**config.mk**
```make
export PLATFORM = sky130hd
export DESIGN_NAME = instruction_fetch
export DESIGN_NICKNAME = d
export VERILOG_FILES = /design/src/rtl/fetch_pkg.sv /design/src/rtl/fetch_fifo.sv /design/src/rtl/instruction_fetch.sv
export SDC_FILE = /design/constraint.sdc
export NUM_CORES = 1
export LEC_CHECK = 0
export CORE_MARGIN = 1.5
export CORE_UTILIZATION = 49
export CTS_BUF_LIST = sky130_fd_sc_hd__clkbuf_4
export CTS_CLUSTER_SIZE = 20
export DETAILED_ROUTE_END_ITERATION = 10
export PLACE_DENSITY = 0.81
export SLEW_MARGIN = 10
export SYNTH_ARGS = -nofsm -noshare
export SYNTH_HDL_FRONTEND = slang
export SYNTH_SLANG_ARGS = --single-unit
```
**constraint.sdc**
```tcl
create_clock -name clk -period 2.15 [get_ports clk]
set_clock_uncertainty 0.05 [all_clocks]
set_input_delay 0.3225 -clock clk [delete_from_list [all_inputs] [get_ports clk]]
set_output_delay 0.3225 -clock clk [all_outputs]
set_load 0.01 [all_outputs]
```
**src/rtl/fetch_pkg.sv**
```systemverilog
// fetch_pkg: shared types and constants for the instruction fetch front-end
package fetch_pkg;
  typedef struct packed {
    logic [31:0] pc;
    logic [31:0] instr;
  } fetch_entry_t;
  localparam logic [31:0] DEFAULT_RESET_PC = 32'h0000_0000;
  localparam logic [31:0] INSTR_NOP = 32'h0000_0013;
endpackage

```
**src/rtl/fetch_fifo.sv**
```systemverilog
// fetch_fifo: synchronous FIFO with push/pop/flush; flush beats a same-cycle push
module fetch_fifo #(
  parameter int DEPTH = 2,
  parameter type T = logic
) (
  input  logic                   clk,
  input  logic                   reset_n,
  input  logic                   push,
  input  T                       din,
  input  logic                   pop,
  input  logic                   flush,
  output T                       dout,
  output logic [$clog2(DEPTH):0] count,
  output logic                   full,
  output logic                   empty
);
  localparam int AW = $clog2(DEPTH);
  localparam int CW = AW + 1;
  T mem [DEPTH];
  logic [AW-1:0] wr, rd;
  logic do_push, do_pop;
  assign do_pop = pop && !empty;
  assign do_push = push && (!full || do_pop);
  assign full = count == CW'(DEPTH);
  assign empty = count == '0;
  assign dout = mem[rd];
  // pointers and occupancy; flush empties the queue regardless of push/pop
  always_ff @(posedge clk or negedge reset_n)
    if (!reset_n) begin
      wr <= '0;
      rd <= '0;
      count <= '0;
    end else if (flush) begin
      wr <= '0;
      rd <= '0;
      count <= '0;
    end else begin
      wr <= do_push ? wr + AW'(1) : wr;
      rd <= do_pop ? rd + AW'(1) : rd;
      count <= count + CW'(do_push) - CW'(do_pop);
    end
  // entry storage, cleared on reset so the head reads zero out of reset
  always_ff @(posedge clk or negedge reset_n)
    if (!reset_n) begin
      for (int i = 0; i < DEPTH; i++) mem[i] <= '0;
    end else if (do_push && !flush) begin
      mem[wr] <= din;
    end
endmodule

```
**src/rtl/instruction_fetch.sv**
```systemverilog
// instruction_fetch: PC owner issuing credit-limited word fetches and buffering {pc,instr} for decode; FETCH_MISALIGN_CHECK_EN adds fetch_fault
module instruction_fetch
  import fetch_pkg::*;
#(
  parameter logic [31:0] RESET_PC = DEFAULT_RESET_PC,
  parameter int FIFO_DEPTH = 2
) (
  input  logic        clk,
  input  logic        reset_n,
  input  logic        redirect_valid,
  input  logic [31:0] redirect_pc,
  output logic        imem_req_valid,
  input  logic        imem_req_ready,
  output logic [31:0] imem_req_addr,
  input  logic        imem_rsp_valid,
  input  logic [31:0] imem_rsp_data,
  output logic        out_valid,
  input  logic        out_ready,
  output logic [31:0] out_instr,
  output logic [31:0] out_pc
`ifdef FETCH_MISALIGN_CHECK_EN
  , output logic      fetch_fault
`endif
);
  localparam int CW = $clog2(FIFO_DEPTH) + 1;
  logic [31:0] pc, rsp_pc, target;
  logic [CW-1:0] inflight, inflight_nxt, drop, count, used;
  logic run, fault, req_hs, keep, pop, empty, full;
  fetch_entry_t head;
`ifdef FETCH_MISALIGN_CHECK_EN
  assign target = redirect_pc;
  assign fetch_fault = fault;
  // a misaligned target latches the fault; the next aligned redirect clears it
  always_ff @(posedge clk or negedge reset_n)
    if (!reset_n) fault <= 1'b0;
    else if (redirect_valid) fault <= |redirect_pc[1:0];
`else
  assign target = redirect_pc & 32'hFFFF_FFFC;
  assign fault = 1'b0;
`endif
  assign used = count + inflight;
  assign imem_req_valid = run && !fault && used < CW'(FIFO_DEPTH);
  assign imem_req_addr = pc;
  assign req_hs = imem_req_valid && imem_req_ready;
  assign keep = imem_rsp_valid && drop == '0 && !redirect_valid;
  assign pop = out_valid && out_ready;
  assign out_valid = !empty;
  assign out_pc = head.pc;
  assign out_instr = head.instr;
  assign inflight_nxt = inflight + CW'(req_hs) - CW'(imem_rsp_valid);
  fetch_fifo #(.DEPTH(FIFO_DEPTH), .T(fetch_entry_t)) u_fifo (
    .clk(clk),
    .reset_n(reset_n),
    .push(keep),
    .din('{pc: rsp_pc, instr: imem_rsp_data}),
    .pop(pop),
    .flush(redirect_valid),
    .dout(head),
    .count(count),
    .full(full),
    .empty(empty)
  );
  // PC tracking and outstanding accounting; a redirect marks every still-outstanding request stale
  always_ff @(posedge clk or negedge reset_n)
    if (!reset_n) begin
      run <= 1'b0;
      pc <= RESET_PC;
      rsp_pc <= RESET_PC;
      inflight <= '0;
      drop <= '0;
    end else begin
      run <= 1'b1;
      inflight <= inflight_nxt;
      if (redirect_valid) begin
        pc <= target;
        rsp_pc <= target;
        drop <= inflight_nxt;
      end else begin
        pc <= req_hs ? pc + 32'd4 : pc;
        rsp_pc <= keep ? rsp_pc + 32'd4 : rsp_pc;
        drop <= (imem_rsp_valid && drop != '0) ? drop - CW'(1) : drop;
      end
    end
endmodule

```
# Word level (Yosys, flattened, before mapping)
# Cells that the tools add are included.
dict set report totals {
  ff_bits 201
  latch_bits 0
  ram_bits 0
  mem_bits_ro 0
  in_bits 70
  memories 0
}
dict set report op_classes {
  add_sub_neg 10
  mul 0
  n_div 0
  magnitude_cmp 4
  eq_ne 1
  n_shift 0
  muxes 17
  n_bitwise 2
  reduce_logical 22
}
# op n
set ops {}
lappend ops {{$mux 64} 4}
lappend ops {{$bwmux 128} 1}
lappend ops {{$mux 32} 4}
lappend ops {{$add 32x3->32 const B} 2}
lappend ops {{$demux 64 s1} 1}
lappend ops {{$reduce_bool 2->1} 6}
lappend ops {{$logic_and 1x1->1} 10}
lappend ops {{$mux 2} 3}
lappend ops {{$add 2x1->2} 2}
lappend ops {{$ge 2x2->1 const B} 2}
lappend ops {{$logic_not 2->1} 2}
lappend ops {{$mux 1} 4}
lappend ops {{$not 1->2} 2}
lappend ops {{$sub 2x1->2} 2}
lappend ops {{$logic_not 1->1} 3}
lappend ops {{$add 1x1->1 const B} 2}
lappend ops {{$add 2x2->2} 1}
lappend ops {{$eq 2x2->1 const B} 1}
lappend ops {{$lt 2x1->1 const B} 1}
lappend ops {{$lt 2x2->1 const B} 1}
lappend ops {{$sub 2x1->2 const B} 1}
lappend ops {{$logic_or 1x1->1} 1}

# Depth between registers and ports, before layout
dict set report logic_depth {
  depth_word 9
  ltp_mapped 10
  ltp_nobuf 10
}

# Modules after synthesis
# From an unflattened synthesis, not the netlist that was laid out.
dict set report unflattened {
  cells_unflattened 739
  hier_area_um2 9691.8
}
# mod n_inst cells_per_inst area_each_um2
set modules_own_cells {}
lappend modules_own_cells {fetch_fifo 1 365 5979.5}
lappend modules_own_cells {instruction_fetch 1 374 3712.3}

# Least setup slack after synthesis
# No wires, ideal clock.
dict set report synth_timing {
  path_kind {register -> register}
  start {reg inflight[1]}
  end {reg drop[1]}
  t_arrival_ns 2.096
  path_slack_ns -0.133
  path_stages_with_launch 11
  path_buffers 0
  period_less_slack_ns 2.283
  cell_sequence {dfrtp_1 > xnor2_1 > mux2i_4 > nand2_1 > ha_1 > inv_1 > ha_1 > xnor2_1 > xnor2_1 > nand2_1 > o21ai_0}
}
dict set report synth_via {
  elab_chain_cells 7
}
# item line
set synth_rtl {}
lappend synth_rtl {{from (decl)} instruction_fetch.sv:27} ;# logic [CW-1:0] inflight, inflight_nxt, drop, count, used;
lappend synth_rtl {{from (signal assigned)} instruction_fetch.sv:73} ;# inflight <= inflight_nxt;
lappend synth_rtl {{$add 2x2->2} instruction_fetch.sv:41} ;# assign used = count + inflight;
lappend synth_rtl {{$lt 2x2->1} instruction_fetch.sv:42} ;# assign imem_req_valid = run && !fault && used < CW'(FIFO_DEPTH);
lappend synth_rtl {{$logic_and 1x1->1} instruction_fetch.sv:42}
lappend synth_rtl {{$logic_and 1x1->1} instruction_fetch.sv:44} ;# assign req_hs = imem_req_valid && imem_req_ready;
lappend synth_rtl {{$add 2x1->2 (*)} instruction_fetch.sv:50} ;# assign inflight_nxt = inflight + CW'(req_hs) - CW'(imem_rsp_valid);
lappend synth_rtl {{$sub 2x1->2 (*)} instruction_fetch.sv:50}
lappend synth_rtl {{named net inflight_nxt[1]} instruction_fetch.sv:27}
lappend synth_rtl {{$mux 2 (*)} instruction_fetch.sv:74} ;# if (redirect_valid) begin
lappend synth_rtl {{to (signal assigned)} instruction_fetch.sv:77} ;# drop <= inflight_nxt;
lappend synth_rtl {{to (signal assigned)} instruction_fetch.sv:81} ;# drop <= (imem_rsp_valid && drop != '0) ? drop - CW'(1) : drop;
lappend synth_rtl {{to (decl)} instruction_fetch.sv:27}
# The timed path passes the listed nets; every way through them passes the cells marked *.
# A chain may end at the register's enable or synchronous reset.

# Final worst setup path
dict set report layout_timing {
  start {reg u_fifo.rd}
  end {out out_instr[19]}
}
dict set report layout_via {
  elab_chain_cells 4
}
# item line
set layout_rtl {}
lappend layout_rtl {{from (decl)} fetch_fifo.sv:20} ;# logic [AW-1:0] wr, rd;
lappend layout_rtl {{from (signal assigned)} fetch_fifo.sv:39} ;# rd <= do_pop ? rd + AW'(1) : rd;
lappend layout_rtl {{$not 1->2 (not written as such)} fetch_fifo.sv:26} ;# assign dout = mem[rd];
lappend layout_rtl {{$mux 64 (not written as such) (3 in series)} fetch_fifo.sv:26}
lappend layout_rtl {{to (decl)} instruction_fetch.sv:19} ;# output logic [31:0] out_instr,
# Every way passes these cells. The select of a mux whose other input is x is not followed.

==> impl_metrics.tcl <==
set metrics [dict create \
    wl_per_cell_um 19.5 \
    fin_util_pct 70.2 \
    path_max_fanout 6 \
    grt_max_degree 69 \
    power.switching_w 0.00498 \
    clk_latency_ps 590 \
    yosysTopAreaCell "dfrtp_1" \
    numCtsBuffers 17 \
    regToRegEndpoint "drop[1]$_DFFE_PN0P_" \
    violations "negative setup slack" \
    seq_area_frac_synth_pct 52.4 \
    final_nets 1019 \
    p_leak_nw 5.50 \
    dp.cells 1126 \
    synth_top_area_share_pct 52.4 \
    via_per_inst 5.65 \
    arrival_ps 1900 \
    seq_area_um2 4830 \
    antenna_left 0 \
    max_freq_mhz 440 \
    grt_pass1_vias 6619 \
    die_w_um 140 \
    rsz0062_at_grt "yes" \
    post-route-period-util_pct 106 \
    end_kind "primary output" \
    clk_pin_slew_ps 140 \
    p_comb_share_pct 49.6 \
    drt_iter0_markers 408 \
    status "finished, violations left" \
    crit_required_ps 1780 \
    max-vdd-ir-drop_uv 573 \
    synth_edf_count 0 \
    cts_tree "yes" \
    area_growth_pct 38.6 \
    syn_inst 713 \
    cts_sinks 193 \
    cts-root-buf "clkbuf_4" \
    rr_worst_depth 12 \
    netlist_area_um2 9220 \
    fin_crit_ps 2270 \
    timing.hold.ws_ps 240 \
    place_ws_ps -181 \
    intPower_w 0.0108 \
    vias 6696 \
    r2r_start "u_fifo.count[1]$_DFF_PN0_" \
    r2r_setup_slack_ps -110 \
    die_height_um 140 \
    synth_cell_types 50 \
    dieArea_um2 19700 \
    core_area_um2 18200 \
    place_hpwl_mm 15.1 \
    hold_violations 0 \
    startpoint_type "register" \
    pwr-share-clk_pct 14.2 \
    ys_top_cells_by_area "dfrtp_1 (52%), mux2_2 (25%), xnor2_1 (3.4%)" \
    avgSynthCellArea_um2 12.9 \
    grt-ovfl-total 0 \
    async_flop_share_pct 100 \
    ys_ff_latch 193 \
    power_density_nw_per_um2 1230 \
    switching_share_pct 31.6 \
    num_rows 49 \
    synth-main-ff-cell "dfrtp_1" \
    pwr-share-seq_pct 36.2 \
    multi_input_area_um2 4570 \
    routed_wl_mm 23.1 \
    max_slew.worst_pin.slew_ps 554 \
    setup_viol_count_final 68 \
    slew_headroom_pct 63.1 \
    hp-class "input pin to async pin" \
    path_class "register to primary output" \
    h-tree-depth 4 \
    dr.pass1.iters 5 \
    drive_gt1_share_pct 42.6 \
    start_util_pct 50.7 \
    fin_ws_ps -122 \
    synth_warnings 0 \
    finalMaxSlewViolations 0 \
    fin_cells 1185 \
    fillCellCount 1235 \
    gr-usage-all-layers_pct 22.9 \
    finalWeightedCongestion 0.787 \
    cap_violations 0 \
    grt_pass1_wl_mm 35.4 \
    clock_path_buffers 2 \
    antenna_found_initial 1 \
    drc_errors 0 \
    io-pin-count 168 \
    io_buffers 161 \
]
-- cell usage in the layout, fill, tap and decap left out, drive strengths merged, types with 14 or more instances in the layout --
cell / instances
clkdlybuf4s50: 96
clkbuf: 24
buf: 124
xnor2: 36
nand3: 24
nor2: 19
nand2: 25
mux2: 211
dfrtp: 193
inv: 16
nand4: 22
xor2: 14
-- how the worst max path moves through the flow --
stage / cells after the start / endpoint / start
6_report: 5 / out_instr[19] / u_fifo.rd$_DFFE_PN0P_
3_3_place_gp: 7 / u_fifo.mem[60]$_DFFE_PN0P_ / imem_rsp_valid
3_5_place_dp: 7 / u_fifo.mem[59]$_DFFE_PN0P_ / imem_rsp_valid
4_1_cts: 4 / out_pc[2] / u_fifo.rd$_DFFE_PN0P_
2_1_floorplan: 10 / drop[1]$_DFFE_PN0P_ / inflight[1]$_DFF_PN0_
5_1_grt: 5 / out_instr[19] / u_fifo.rd$_DFFE_PN0P_
-- kinds of logic (layout without fill, tap and decap cells) --
logic type                 after synthesis  after routing  share of synthesized area, %
AOI/OAI and AO/OA                       56             56                          4.08
xor gates and xnor gates                50             50                          4.75
adders and majority gates                7              7                         0.949
buffers and inverters                   48            287                          2.31
DFF                                    193            193                          52.4
muxes                                  214            214                          26.2
other                                    2              6                        0.0814
and+or+nand+nor                        143            143                          9.25
-- per-layer routing --
layer  share of wire [%]  track usage [%]  vias up  wire [um]
li1                    -                -     3012          -
met1                  43             30.9     3395       9910
met2                  49             38.0      260      11200
met3                 6.3             4.21       29       1460
met4                 2.0             6.37        0        463
met5                   0                0        -          0
-- sequential cells by signal (all words and copies together), names as in the netlist --
register       flops
rsp_pc            30
run                1
u_fifo.wr          1
u_fifo.mem       124
drop               2
u_fifo.rd          1
inflight           2
imem_req_addr     30
u_fifo.count       2
-- cell type report --
cell class / instances / area share (%)
timing repair buffer: 242 / 21.2
antenna: 1 / 0.0196
tap: 229 / 2.24
clock buffer: 20 / 1.17
inverter: 13 / 0.401
sequential: 193 / 37.8
multi-input combinational: 475 / 35.8
clock inverter: 12 / 1.40
-- Yosys cell counts, types with 2 or more instances --
cell,n
a21boi_0,6
a21boi_1,2
a21oi_1,12
a31oi_1,7
and2_1,5
and3_1,6
and4_1,2
buf_1,9
buf_2,14
buf_4,4
clkbuf_1,8
conb_1,2
dfrtp_1,193
ha_1,7
inv_1,12
mux2_1,5
mux2_2,206
mux2i_1,2
nand2_1,25
nand2b_1,10
nand3_1,22
nand3_2,2
nand4_1,20
nor2_1,19
nor3_1,5
nor3b_1,2
nor4_1,5
nor4_4,3
o21a_1,5
o21ai_0,9
o31a_1,9
o31ai_1,2
or2_2,2
or3_1,6
or4_1,2
xnor2_1,36
xor2_1,14
-- power groups by stage --
stage / logic, W / registers, W / clock network, W
2_1_floorplan: 0.00345 / 0.00550 / 0
3_3_place_gp: 0.00617 / 0.00563 / 0
3_5_place_dp: 0.00631 / 0.00571 / 0
4_1_cts: 0.00642 / 0.00562 / 0.00229
5_1_grt: 0.00826 / 0.00587 / 0.00243
6_report: 0.00781 / 0.00570 / 0.00224
-- through the flow --
step                total power, W  TNS, ps  instance area [um^2]
CTS                         0.0143    -6620                 12200
detailed placement          0.0120   -18200                 11600
floorplan                  0.00895    -26.6                  9250
finish                      0.0157    -2450                 12800
global placement            0.0118   -11420                 11600
global route                0.0166    -8360                 12800
-- timing repair --
item                       in CTS  in global routing
buffers inserted               13                  9
pin swaps                      13                 16
hold buffers                    1                  0
resized for setup             225                151
cloned                          3                  3
setup endpoints to repair      73                100
hold endpoints to repair       64                  0
-- worst max-delay path, cell delays in order, from the launching register on --
cell and delay (ps):
dfrtp_2 480, buf_12 170, buf_12 120, buf_16 130
mux2_4 300, buf_6 130
(Power assumes the default switching activity.)
==> patch (same settings) <==
Set the parameter `FIFO_DEPTH` to 4 (it was 2).
--- a/src/rtl/instruction_fetch.sv
+++ b/src/rtl/instruction_fetch.sv
@@ -3,7 +3,7 @@
   import fetch_pkg::*;
 #(
   parameter logic [31:0] RESET_PC = DEFAULT_RESET_PC,
-  parameter int FIFO_DEPTH = 2
+  parameter int FIFO_DEPTH = 4
 ) (
   input  logic        clk,
   input  logic        reset_n,
Function: changed (Yosys sat finds a counterexample within 4 cycles, from zero or initial values and one cycle with reset_n low).
==> patch against the original RTL <==
  * The flow still finishes with violations (negative setup slack)
  * Cell count increased by 56%
  * Cell area increased by 70%
  * Wire length increased by 99%
  * Power increased by 56%
  * Sequential share of layout area decreased by 0.59 points
  * Die area increased by 60%
  * Sequential cell count increased by 129
  * Worst setup slack got worse by 0.40 ns
  * Maximum frequency decreased by 15%
  * Area after synthesis increased by 62%
  * Critical path type is now reg -> reg
  * Largest power group unchanged
==> patch: results (changes against the original RTL) <==
----------------------------------------------------
[Global routing]
  Pin count of the biggest net entering global routing ... 66 (-4.3%)
  Global Route met2 Usage ... 42.2% (+4.3 points)

[Finish]
  Share of cells above drive strength 1 ... 53.7% (+11 points)
  Total non-filler cell area in the finished layout ... 0.0217 sq mm (+70%)
  Filler cells ... 1770 (+43%)
  Nets ... 1487 (+46%)

[Clock network]
  Inserted Clock Buffers ... 86 (+69)
  Deepest clock path buffer count ... 3 (+1)
  H-tree lvl count ... 3 (-1)

[Yosys]
  Cell count after synthesis ... 1029 (+44%)
  Compound-gate portion of the synthesized area ... 2.21% (-1.9 points)
  Fraction of the mapped netlist area in adder cells ... 1.36% (+0.41 points)
  Top cells by instance count after synthesis ... dfrtp_1 (322), mux2_2 (272), mux4_2 (62)
  Sequential share of the synthesized area ... 53.9% (+1.6 points)

[STA]
  Hold WS ... 0.0762 ns (-0.164 ns)
  Final Setup Violations ... 342 (+400%)
  Setup slack after layout ... -0.522 ns (-0.400 ns)

[Place]
  Number of placed cells counting well taps ... 1609 (+43%)

[Route]
  Total iterations of the first detailed-routing run ... 6 (+1)
  Routed met3 length ... 3.02 mm (+110%)
  Routed WL per cell ... 24.8 um (+27%)
  Initial drt markers ... 738 (+81%)

[Outcome]
  Outcome ... finished, violations left
  Violated checks ... negative setup slack

[Worst setup path]
  Count of cells along the worst register-to-register path ... 14 (+2)

----------------------------------------------------
[patch: worst max-delay path by stage]
stage / from / end / slack, ns / cells past startpoint
floorplan: u_fifo.count[1]$_DFF_PN0_ / drop[2]$_DFFE_PN0P_ / -0.60 / 15
global placement: u_fifo.count[1]$_DFF_PN0_ / drop[2]$_DFFE_PN0P_ / -0.38 / 14
detailed placement: u_fifo.count[1]$_DFF_PN0_ / drop[2]$_DFFE_PN0P_ / -0.50 / 14
CTS: u_fifo.rd[0]$_DFFE_PN0P_ / out_pc[20] / -0.56 / 5
global route: u_fifo.count[1]$_DFF_PN0_ / drop[2]$_DFFE_PN0P_ / -0.61 / 14
finish: u_fifo.count[1]$_DFF_PN0_ / drop[2]$_DFFE_PN0P_ / -0.52 / 14
[patch: layout make-up]
cell class | instances | area share [%]
Antenna cell | 1 | 0.0115
Multi-Input combinational cell | 627 | 35.2
Inverter | 18 | 0.335
Clock inverter | 22 | 0.450
Sequential cell | 322 | 37.2
Clock buffer | 124 | 4.30
Tap cell | 390 | 2.25
Timing Repair Buffer | 347 | 20.3
[patch: power breakdown]
part	switching (uW)	leakage (uW)	internal [uW]
clock	2630	0.000616	2640
sequential	1000	0.00418	7430
combinational	4230	0.00501	6570
total	7870	0.00980	16600
[patch: cell families (layout without fill, tap and decap cells)]
| group | count (synthesis) | count (layout) |
|---|---|---|
| AND/OR/NAND/NOR | 162 | 162 |
| flip-flops | 322 | 322 |
| other | 2 | 6 |
| XOR/XNOR | 55 | 55 |
| adder cells (fa/ha/maj) | 15 | 15 |
| multiplexers | 338 | 338 |
| buffers and inverters | 83 | 511 |
| AO/OA/AOI/OAI | 52 | 52 |
